File: src/rtl/game_ctrl_if.sv
// Button/display bundle between the input conditioning and game_ctrl.
// master drives buttons and ticks; slave is the sequencer.
interface game_ctrl_if;
    logic       frame_tick;
    logic       pause;
    logic       jump;
    logic       duck;
    logic       adj;
    logic [2:0] num;
    logic       collide;
    logic [1:0] game_state;
    logic       running;
    logic [7:0] jump_h;
    logic       ducking;
    logic [3:0] lvl10;
    logic [3:0] lvl1;
    logic [3:0] score10;
    logic [3:0] score1;

    modport master (
        output frame_tick, pause, jump, duck, adj, num, collide,
        input  game_state, running, jump_h, ducking,
        input  lvl10, lvl1, score10, score1
    );

    modport slave (
        input  frame_tick, pause, jump, duck, adj, num, collide,
        output game_state, running, jump_h, ducking,
        output lvl10, lvl1, score10, score1
    );
endinterface

File: src/rtl/game_ctrl.sv
// Runner game sequencer: game/jump FSMs, BCD level and score counters.
// Define GAME_CTRL_AUTOLEVEL_EN to raise the level every POINTS_PER_LEVEL points.
module game_ctrl #(
    parameter int FRAMES_PER_POINT = 30,
    parameter int JUMP_HEIGHT      = 60,
    parameter int JUMP_STEP        = 4,
    parameter int MAX_LEVEL        = 9,
    parameter int POINTS_PER_LEVEL = 10
) (
    input  logic       clk,
    input  logic       clr,
    game_ctrl_if.slave bus
);
    typedef enum logic [1:0] {
        S_IDLE  = 2'd0,
        S_RUN   = 2'd1,
        S_PAUSE = 2'd2,
        S_OVER  = 2'd3
    } state_t;

    typedef enum logic [1:0] {
        J_GROUND = 2'd0,
        J_RISE   = 2'd1,
        J_FALL   = 2'd2
    } jump_t;

    localparam int FCW = (FRAMES_PER_POINT > 1) ? $clog2(FRAMES_PER_POINT) : 1;
    localparam logic [FCW-1:0] FC_LAST = FCW'(FRAMES_PER_POINT - 1);
    localparam logic [8:0] JH_MAX = 9'(JUMP_HEIGHT);
    localparam logic [8:0] JSTEP  = 9'(JUMP_STEP);
    localparam logic [7:0] JSTEP8 = 8'(JUMP_STEP);
    localparam logic [3:0] ML10   = 4'(MAX_LEVEL / 10);
    localparam logic [3:0] ML1    = 4'(MAX_LEVEL % 10);

    if (FRAMES_PER_POINT < 1 || JUMP_STEP < 1 || JUMP_STEP > JUMP_HEIGHT ||
        JUMP_HEIGHT > 255 || MAX_LEVEL < 1 || MAX_LEVEL > 99 ||
        POINTS_PER_LEVEL < 1) begin : g_bad_param
        $error("game_ctrl: parameter out of range");
    end

    state_t         r_state, w_state_n;
    jump_t          r_jst, w_jst_n;
    logic [7:0]     r_jh, w_jh_n;
    logic [3:0]     r_lvl10, w_lvl10_n;
    logic [3:0]     r_lvl1, w_lvl1_n;
    logic [3:0]     r_sc10, w_sc10_n;
    logic [3:0]     r_sc1, w_sc1_n;
    logic [FCW-1:0] r_fcnt, w_fcnt_n;
    logic           r_pause_q, r_jump_q;
    logic           r_duck, r_run;

    logic       w_pause_e, w_jump_e;
    logic       w_tick, w_point;
    logic [3:0] w_num_lvl;
    logic [8:0] w_rise;

`ifdef GAME_CTRL_AUTOLEVEL_EN
    localparam int PCW = (POINTS_PER_LEVEL > 1) ? $clog2(POINTS_PER_LEVEL) : 1;
    localparam logic [PCW-1:0] PC_LAST = PCW'(POINTS_PER_LEVEL - 1);
    logic [PCW-1:0] r_pcnt, w_pcnt_n;
`endif

    assign w_pause_e = bus.pause & ~r_pause_q;
    assign w_jump_e  = bus.jump & ~r_jump_q;
    assign w_rise    = {1'b0, r_jh} + JSTEP;

    // num is 3 bits, so the requested level never needs a tens digit
    always_comb begin
        w_num_lvl = {1'b0, bus.num};
        if (bus.num == 3'd0)
            w_num_lvl = 4'd1;
        else if ({29'd0, bus.num} > 32'(MAX_LEVEL))
            w_num_lvl = ML1;
    end

    always_comb begin
        w_state_n = r_state;
        w_jst_n   = r_jst;
        w_jh_n    = r_jh;
        w_lvl10_n = r_lvl10;
        w_lvl1_n  = r_lvl1;
        w_sc10_n  = r_sc10;
        w_sc1_n   = r_sc1;
        w_fcnt_n  = r_fcnt;
        w_tick    = 1'b0;
        w_point   = 1'b0;
`ifdef GAME_CTRL_AUTOLEVEL_EN
        w_pcnt_n  = r_pcnt;
`endif
        unique case (r_state)
            S_IDLE: begin
                if (bus.adj) begin
                    w_lvl10_n = 4'd0;
                    w_lvl1_n  = w_num_lvl;
                end
                if (w_jump_e) begin
                    w_state_n = S_RUN;
                    w_sc10_n  = 4'd0;
                    w_sc1_n   = 4'd0;
                    w_fcnt_n  = '0;
`ifdef GAME_CTRL_AUTOLEVEL_EN
                    w_pcnt_n  = '0;
`endif
                end
            end
            S_RUN: begin
                if (bus.collide) begin
                    w_state_n = S_OVER;
                end else if (w_pause_e) begin
                    w_state_n = S_PAUSE;
                end else begin
                    w_tick = bus.frame_tick;
                    if (w_jump_e && r_jst == J_GROUND)
                        w_jst_n = J_RISE;
                end
            end
            S_PAUSE: begin
                if (bus.adj) begin
                    w_lvl10_n = 4'd0;
                    w_lvl1_n  = w_num_lvl;
                end
                if (w_pause_e)
                    w_state_n = S_RUN;
            end
            S_OVER: begin
                if (w_jump_e) begin
                    w_state_n = S_IDLE;
                    w_jst_n   = J_GROUND;
                    w_jh_n    = 8'd0;
                end
            end
        endcase

        // tick acts on the pre-edge jump phase; GROUND ignores it
        if (w_tick) begin
            if (r_fcnt == FC_LAST) begin
                w_fcnt_n = '0;
                w_point  = 1'b1;
            end else begin
                w_fcnt_n = r_fcnt + 1'b1;
            end
            unique case (r_jst)
                J_RISE: begin
                    if (w_rise >= JH_MAX) begin
                        w_jh_n  = JH_MAX[7:0];
                        w_jst_n = J_FALL;
                    end else begin
                        w_jh_n = w_rise[7:0];
                    end
                end
                J_FALL: begin
                    if ({1'b0, r_jh} <= JSTEP) begin
                        w_jh_n  = 8'd0;
                        w_jst_n = J_GROUND;
                    end else begin
                        w_jh_n = r_jh - JSTEP8;
                    end
                end
                default: ;
            endcase
        end

        if (w_point && !(r_sc10 == 4'd9 && r_sc1 == 4'd9)) begin
            if (r_sc1 == 4'd9) begin
                w_sc1_n  = 4'd0;
                w_sc10_n = r_sc10 + 4'd1;
            end else begin
                w_sc1_n = r_sc1 + 4'd1;
            end
`ifdef GAME_CTRL_AUTOLEVEL_EN
            if (r_pcnt == PC_LAST) begin
                w_pcnt_n = '0;
                if (!(r_lvl10 == ML10 && r_lvl1 == ML1)) begin
                    if (r_lvl1 == 4'd9) begin
                        w_lvl1_n  = 4'd0;
                        w_lvl10_n = r_lvl10 + 4'd1;
                    end else begin
                        w_lvl1_n = r_lvl1 + 4'd1;
                    end
                end
            end else begin
                w_pcnt_n = r_pcnt + 1'b1;
            end
`endif
        end
    end

    always_ff @(posedge clk) begin
        if (clr) begin
            r_state   <= S_IDLE;
            r_jst     <= J_GROUND;
            r_jh      <= 8'd0;
            r_lvl10   <= 4'd0;
            r_lvl1    <= 4'd1;
            r_sc10    <= 4'd0;
            r_sc1     <= 4'd0;
            r_fcnt    <= '0;
            r_pause_q <= bus.pause;
            r_jump_q  <= bus.jump;
            r_duck    <= 1'b0;
            r_run     <= 1'b0;
        end else begin
            r_state   <= w_state_n;
            r_jst     <= w_jst_n;
            r_jh      <= w_jh_n;
            r_lvl10   <= w_lvl10_n;
            r_lvl1    <= w_lvl1_n;
            r_sc10    <= w_sc10_n;
            r_sc1     <= w_sc1_n;
            r_fcnt    <= w_fcnt_n;
            r_pause_q <= bus.pause;
            r_jump_q  <= bus.jump;
            r_duck    <= bus.duck & (r_jst == J_GROUND) & (r_state == S_RUN);
            r_run     <= (w_state_n == S_RUN);
        end
    end

`ifdef GAME_CTRL_AUTOLEVEL_EN
    always_ff @(posedge clk) begin
        if (clr)
            r_pcnt <= '0;
        else
            r_pcnt <= w_pcnt_n;
    end
`endif

    assign bus.game_state = r_state;
    assign bus.running    = r_run;
    assign bus.jump_h     = r_jh;
    assign bus.ducking    = r_duck;
    assign bus.lvl10      = r_lvl10;
    assign bus.lvl1       = r_lvl1;
    assign bus.score10    = r_sc10;
    assign bus.score1     = r_sc1;
endmodule

File: src/flat_wrapper.sv
// flat-port wrapper written by rule: the top's interface ports become plain ports
module game_ctrl_flat 
#(
    parameter int FRAMES_PER_POINT = 30,
    parameter int JUMP_HEIGHT      = 60,
    parameter int JUMP_STEP        = 4,
    parameter int MAX_LEVEL        = 9,
    parameter int POINTS_PER_LEVEL = 10
)
  (clk, clr, bus_frame_tick, bus_pause, bus_jump, bus_duck, bus_adj, bus_num, bus_collide, bus_game_state, bus_running, bus_jump_h, bus_ducking, bus_lvl10, bus_lvl1, bus_score10, bus_score1);
  game_ctrl_if bus_i ();
  input  logic clk;
  input  logic clr;
  input wire logic [$bits(bus_i.frame_tick)-1:0] bus_frame_tick;
  input wire logic [$bits(bus_i.pause)-1:0] bus_pause;
  input wire logic [$bits(bus_i.jump)-1:0] bus_jump;
  input wire logic [$bits(bus_i.duck)-1:0] bus_duck;
  input wire logic [$bits(bus_i.adj)-1:0] bus_adj;
  input wire logic [$bits(bus_i.num)-1:0] bus_num;
  input wire logic [$bits(bus_i.collide)-1:0] bus_collide;
  output wire logic [$bits(bus_i.game_state)-1:0] bus_game_state;
  output wire logic [$bits(bus_i.running)-1:0] bus_running;
  output wire logic [$bits(bus_i.jump_h)-1:0] bus_jump_h;
  output wire logic [$bits(bus_i.ducking)-1:0] bus_ducking;
  output wire logic [$bits(bus_i.lvl10)-1:0] bus_lvl10;
  output wire logic [$bits(bus_i.lvl1)-1:0] bus_lvl1;
  output wire logic [$bits(bus_i.score10)-1:0] bus_score10;
  output wire logic [$bits(bus_i.score1)-1:0] bus_score1;
  assign bus_i.frame_tick = bus_frame_tick;
  assign bus_i.pause = bus_pause;
  assign bus_i.jump = bus_jump;
  assign bus_i.duck = bus_duck;
  assign bus_i.adj = bus_adj;
  assign bus_i.num = bus_num;
  assign bus_i.collide = bus_collide;
  assign bus_game_state = bus_i.game_state;
  assign bus_running = bus_i.running;
  assign bus_jump_h = bus_i.jump_h;
  assign bus_ducking = bus_i.ducking;
  assign bus_lvl10 = bus_i.lvl10;
  assign bus_lvl1 = bus_i.lvl1;
  assign bus_score10 = bus_i.score10;
  assign bus_score1 = bus_i.score1;
  game_ctrl #(.FRAMES_PER_POINT(FRAMES_PER_POINT), .JUMP_HEIGHT(JUMP_HEIGHT), .JUMP_STEP(JUMP_STEP), .MAX_LEVEL(MAX_LEVEL), .POINTS_PER_LEVEL(POINTS_PER_LEVEL)) u_core (.clk(clk), .clr(clr), .bus(bus_i));
endmodule
File: config.mk
export PLATFORM = sky130hd
export DESIGN_NAME = game_ctrl_flat
export DESIGN_NICKNAME = d
export VERILOG_FILES = /design/src/rtl/game_ctrl_if.sv /design/src/rtl/game_ctrl.sv /design/src/flat_wrapper.sv
export SDC_FILE = /design/constraint.sdc
export NUM_CORES = 1
export LEC_CHECK = 0
export CAP_MARGIN = 30
export CELL_PAD_IN_SITES_DETAIL_PLACEMENT = 1
export CELL_PAD_IN_SITES_GLOBAL_PLACEMENT = 2
export CORE_ASPECT_RATIO = 0.75
export CORE_MARGIN = 5
export CORE_UTILIZATION = 25
export CTS_BUF_LIST = sky130_fd_sc_hd__clkbuf_4 sky130_fd_sc_hd__clkbuf_8
export DETAILED_ROUTE_END_ITERATION = 8
export GPL_TIMING_DRIVEN = 0
export HOLD_SLACK_MARGIN = 0.12
export MAX_ROUTING_LAYER = met4
export PLACE_DENSITY_LB_ADDON = 0.1
export SYNTH_ARGS = -nofsm -noshare
export SYNTH_HDL_FRONTEND = slang
export SYNTH_SLANG_ARGS = --single-unit
File: constraint.sdc
create_clock -name clk -period 4.4 [get_ports clk]
set_input_delay 0.88 -clock clk [delete_from_list [all_inputs] [get_ports clk]]
set_output_delay 0.88 -clock clk [all_outputs]
set_load 0.005 [all_outputs]
==> Yosys cells after proc, flatten, opt, wreduce, memory -nomap -nowiden <==
Cells that the tools add are included.
{ "classes": {"addsub": 5, "n_eq_ne": 9, "muxes": 39, "n_lt_le_gt_ge": 2, "reduce_logical": 15, "n_bitwise": 6} }
{ "ops": {"columns": ["operator", "count"], "rows": [
  ["two-way mux 8 bit", 5],
  ["two-way mux 4 bit", 8],
  ["two-way mux 2 bit", 12],
  ["two-way mux 5 bit", 4],
  ["one-hot mux 8 bit (2 select lines)", 1],
  ["adder 8 x 3 -> 9 bit, second input constant", 1],
  [">= comparator 9 x 6 -> 1 bit, second input constant", 1],
  ["adder 4 x 1 -> 4 bit, second input constant", 2],
  ["equality test 4 bit, second input constant", 2],
  ["less-or-equal comparator 8 x 3 -> 1 bit, second input constant", 1],
  ["one-hot mux 2 bit (2 select lines)", 2],
  ["one-hot mux 2 bit (4 select lines)", 1],
  ["nonzero test 2 bit", 4],
  ["subtractor 8 x 3 -> 8 bit, second input constant", 1],
  ["equality test 2 x 1 -> 1 bit, second input constant", 3],
  ["equality test 2 bit, second input constant", 3],
  ["AND reduction 2 bit", 3],
  ["adder 5 x 1 -> 5 bit, second input constant", 1],
  ["equality test 5 bit, second input constant", 1],
  ["two-way mux 1 bit", 5],
  ["AND 1 bit", 4],
  ["zero test 2 bit", 2],
  ["logical AND 1 bit", 3],
  ["zero test 3 bit", 1],
  ["4 further kinds", 5]
]} }
{ "totals": {"register_bits": 33, "elab_cells": 87, "output_inout_bits": 28, "inputBits": 11} }

==> Depth between registers and ports, before layout <==
{ "depth": {"depth_word": 10, "ltp_mapped": 8, "mapped_depth_nobuf": 7} }

==> Worst setup path before layout <==
No wires, ideal clock.
{ "synth_path": {"path_type": "input to register", "from": "input port bus_pause", "to": "register u_core.r_jh[2] (netlist: u_core.bus.jump_h[2])", "required_time_ns": 4.312, "path_slack_ns": 2.155, "n_path_buf": 1, "arrival_time_ns": 2.157, "stages": 5, "setup_ns": 0.088, "cell_sequence": "nor2b_1 -> or4b_1 -> buf_2 -> or2_4 -> a311oi_2"} }
{ "synth_via": {"elab_chain_len": 5} }
{ "synth_rtl": {"columns": ["item", "line_no", "text"], "rows": [
  ["from (decl)", "flat_wrapper.sv:15", "input wire logic [$bits(bus_i.pause)-1:0] bus_pause;"],
  ["AND 1 bit", "game_ctrl.sv:63", "assign w_pause_e = bus.pause & ~r_pause_q;"],
  ["two-way mux 1 bit", "game_ctrl.sv:109", "end else if (w_pause_e) begin"],
  ["two-way mux 1 bit", "game_ctrl.sv:107", "if (bus.collide) begin"],
  ["two-way mux 1 bit", "game_ctrl.sv:90", "unique case (r_state)"],
  ["two-way mux 8 bit", "game_ctrl.sv:135", "if (w_tick) begin"],
  ["to (signal assigned)", "game_ctrl.sv:205", "r_jh <= w_jh_n;"],
  ["to (decl)", "game_ctrl.sv:43", "logic [7:0] r_jh, w_jh_n;"]
]} }
Every way passes these cells.
A chain may end at the register's enable or synchronous reset.

==> Final worst setup path <==
{ "layout_path": {"from": "register u_core.r_jh[2] (netlist: u_core.bus.jump_h[2])", "to": "register u_core.r_jh[6] (netlist: u_core.bus.jump_h[6])"} }
{ "layout_via": {"elab_chain_len": 5, "word_cells_on_any_way": 8, "cone_classes": "add/sub (2); order compare (2); mux (4)"} }
{ "layout_rtl": {"columns": ["item", "line_no", "text"], "rows": [
  ["adder 8 x 3 -> 9 bit", "game_ctrl.sv:65", "assign w_rise = {1'b0, r_jh} + JSTEP;"],
  [">= comparator 9 x 6 -> 1 bit", "game_ctrl.sv:144", "if (w_rise >= JH_MAX) begin"],
  ["two-way mux 8 bit", "game_ctrl.sv:144", null],
  ["one-hot mux 8 bit (2 select lines) *", "game_ctrl.sv:142", "unique case (r_jst)"],
  ["two-way mux 8 bit *", "game_ctrl.sv:135", null]
]} }
Every way passes the cells marked *; elsewhere a longest branch is shown, timed or not.

==> metrics.yaml <==
timing:
  timing.final.ws_setup_ps: 1580
  setup_violations: 0
  timing.final.crit_share_pct: 64.2
  fmax_ghz: 0.354
  fin_crit_ps: 2820
  fin_setup_tns_ps: 0
  tightest_slew_ps: 990
  hold_viol: 0
  skew_ps: 12.9
  rsz0062_at_grt: "no"
  slew_violations: 0
  relSlewSlack_pct: 33.5
clock_network:
  numCtsBuffers: 5
  cts.repair.resized: 0
  cts_root_buf: "clkbuf_8"
  clkSlewWorstSetupHoldPaths_ps: 70
  tritoncts: "yes"
  clock-sinks: 32
  h-tree-depth: 2
  cts_setup_buffers: 0
  clockBufferDepth: 2
  clock_latency_ps: 280
  cts_hold_buffers: 0
floorplan:
  rows: 28
  fp.coreArea_sq_um: 7780
  io_pins: 39
  fp.dieH_microns: 86.9
  dieWidth_microns: 113
  start_util_pct: 25.3
  die-area_sq_um: 9780
logic_synthesis:
  synth_compound_area_share_pct: 20.1
  synth_top_family_by_area: "simple AND/OR/NAND/NOR gates"
  ys_ff_latch: 32
  syn_area_sq_um: 1970
  synth-xor-area-share_pct: 0
  synth-edff-count: 0
  yosys_warnings: 0
  synth-seq-area-share_pct: 32.5
  syn_area_per_cell_sq_um: 8.25
  synthAdderAreaFrac_pct: 8.25
  synth-simple-area-share_pct: 29.5
  synthCells: 239
  muxShareOfSynthArea_pct: 2.60
  synthArstFlopShare_pct: 0
  synth_cell_types: 59
  ys.flop_type: "dfxtp_1"
detailed_routing:
  via_per_inst: 4.85
  first_iter_violations: 71
  drtAntennaViolNets: 0
  drcViolationCount: 0
  via_count: 1877
  wire_per_inst_microns: 15.1
  drtPass1Iterations: 4
  drt-total-wl_microns: 5840
global_route:
  antenna_found_initial: 0
  gr-total-overflow: 0
  grt_use_total_pct: 12.9
  grt_pass1_vias: 1969
  grt_first_pass_wirelength_microns: 9890
  grt_max_degree: 11
worst_hold_path:
  min-delay-start: "u_core.bus.jump_h[1]"
  min-delay-path-class: "reg2reg"
pwr:
  netSwitchingPower_uw: 145
  internal-power_uw: 442
  sequentialPowerShare_pct: 51.1
  power.total_uw: 587
  pwr-share-comb_pct: 11.2
  p_leak_nw: 0.890
  vdd_drop_max_v: 0.0000859
  power.density_nw_per_um2: 233
  p_sw_share_pct: 24.7
  pwr-share-clk_pct: 37.7
worst_setup_path:
  worstRegToRegCells: 6
  start_kind: "flip-flop"
  cp_max_fo: 10
  endpoint: "u_core.bus.jump_h[6]"
  crit_arrival_ps: 3000
  worst_path_max_delay_cell: "nor3_1"
  crit_type: "reg2reg"
  crit_start: "u_core.bus.jump_h[2]"
  max_stage_delay_ps: 820
  cp-end-kind: "flip-flop"
  reg2reg_from: "u_core.bus.jump_h[2]"
  path_cells: "inv_1 > ha_1 > o31a_1 > nor3_1 > a31oi_1 > a311oi_1"
  cp_data_required_time_ps: 4580
  r2r_slack_ps: 1580
  reg2reg_to: "u_core.bus.jump_h[6]"
place:
  pre_cts_ws_ps: 1270
  dpl.hpwl_microns: 4600
  routabilityCongestion: 0.800
  io_buffers: 32
cells_and_area:
  syn_to_final_growth_pct: 27.8
  fillers: 975
  final_nets: 306
  drive_gt1_share_pct: 7.80
  diodes: 0
run:
  max-cap-violations: 0
status:
  status: "complete, no violations"
-- layout make-up --
type | instances | area (sq um) | area share (%)
multi-input combinational | 183 | 1210 | 48.0
sequential | 32 | 641 | 25.4
timing repair buffer | 32 | 320 | 12.7
tap | 105 | 131 | 5.22
buffer | 17 | 95.1 | 3.78
clock buffer | 6 | 76.3 | 3.03
inverter | 11 | 41.3 | 1.64
clock inverter | 1 | 5.00 | 0.199
-- synthesized netlist by cell type, types with 3 or more instances --
master,instances,area [sq um]
nor4_1,3,18.8
nand2b_1,8,50.1
nor3b_1,6,45.0
nor2b_1,6,37.5
dfxtp_1,32,641
nand3b_1,3,22.5
inv_1,11,41.3
ha_1,13,163
nor3_1,12,60.1
nand2_1,11,41.3
a311oi_1,4,35.0
clkbuf_1,6,22.5
buf_4,5,37.5
buf_2,3,15.0
nand4_1,3,18.8
o21ai_0,11,55.1
or3_1,4,25.0
nand3_1,9,45.0
and3_1,4,25.0
mux2i_1,4,40.0
a31oi_1,4,25.0
nor2_1,23,86.3
a21oi_1,12,60.1
-- cells by family (layout without fill, tap and decap cells) --
family	count (synthesis)	count (layout)
AOI/OAI and AO/OA	57	57
muxes	5	5
and+or+nand+nor	103	103
adders and majority gates	13	13
DFF	32	32
buffers and inverters	28	67
other	1	5
-- placed cells by master (no fill, tap or decap), types with 2 or more instances in the layout --
cell type and count:
nand2_1 11, mux2i_1 4, clkbuf_1 6, buf_4 5, a31oi_1 4, nand3_1 9
nor2b_1 6, nor4_1 3, nand4_1 3, a211o_1 2, nand4b_1 2, a41oi_1 2
ha_1 13, clkbuf_8 5, a21oi_1 12, dfxtp_1 32, a311oi_1 4, inv_1 11
conb_1 5, nor3b_1 6, and3_1 4, o211a_1 2, o21ai_0 11, buf_2 3
nand3b_1 3, a211oi_1 2, or3_1 4, clkdlybuf4s50_1 32, o211ai_1 2, nor2_1 23
nand2b_1 8, nor3_1 12
-- routing by layer --
metal | GRT usage [%] | wire length, microns | part of all wire, % | vias up
met5 | - | 0 | 0 | -
met4 | 2.62 | 29 | 0.50 | 0
met3 | 2.92 | 221 | 3.8 | 2
met2 | 18.9 | 2400 | 41 | 35
met1 | 18.3 | 3200 | 55 | 889
li1 | - | - | - | 951
-- metrics by stage --
| step | util (%) | instance area, sq um | hold slack (ps) | std cells |
|---|---|---|---|---|
| 2_1_floorplan | - | 1990 | 450 | 243 |
| 3_3_place_gp | 31.3 | 2440 | 466 | 380 |
| 3_5_place_dp | 31.3 | 2440 | 468 | 380 |
| 4_1_cts | 32.4 | 2520 | 478 | 387 |
| 5_1_grt | 32.4 | 2520 | 516 | 387 |
| 6_report | 32.4 | 2520 | 474 | 387 |
-- state kept, by name (all words and copies together) (netlist names) --
signal / flops
u_core.bus.score10: 4
u_core.r_pause_q: 1
u_core.bus.ducking: 1
u_core.bus.score1: 4
u_core.bus.game_state: 2
u_core.r_jump_q: 1
u_core.r_fcnt: 5
u_core.r_jst: 2
u_core.bus.jump_h: 8
u_core.bus.running: 1
u_core.bus.lvl1: 3
-- power groups by stage --
stage / combinational [mW] / sequential [mW] / clock (mW)
floorplan: 0.0368 / 0.306 / 0
global placement: 0.0672 / 0.306 / 0
detailed placement: 0.0668 / 0.306 / 0
CTS: 0.0670 / 0.300 / 0.233
global route: 0.0736 / 0.301 / 0.245
finish: 0.0657 / 0.300 / 0.222
-- critical path: cells and delay by family, from the launching register on --
kind                     cells  cell delay (ps)
flip-flops                   1              550
AND/OR/NAND/NOR              1              820
AO/OA/AOI/OAI                3              840
adder cells (fa/ha/maj)      1              320
buffers and inverters        1              200
-- worst min-delay path by stage --
stage	end	slack, ps	depth (start not counted)
finish	u_core.bus.jump_h[1]	470	2
global route	u_core.bus.jump_h[1]	520	2
detailed placement	u_core.bus.jump_h[1]	470	2
global placement	u_core.bus.jump_h[0]	470	2
CTS	u_core.bus.jump_h[1]	480	2
floorplan	u_core.bus.jump_h[0]	450	2
Power figures use the tool's default switching activity.
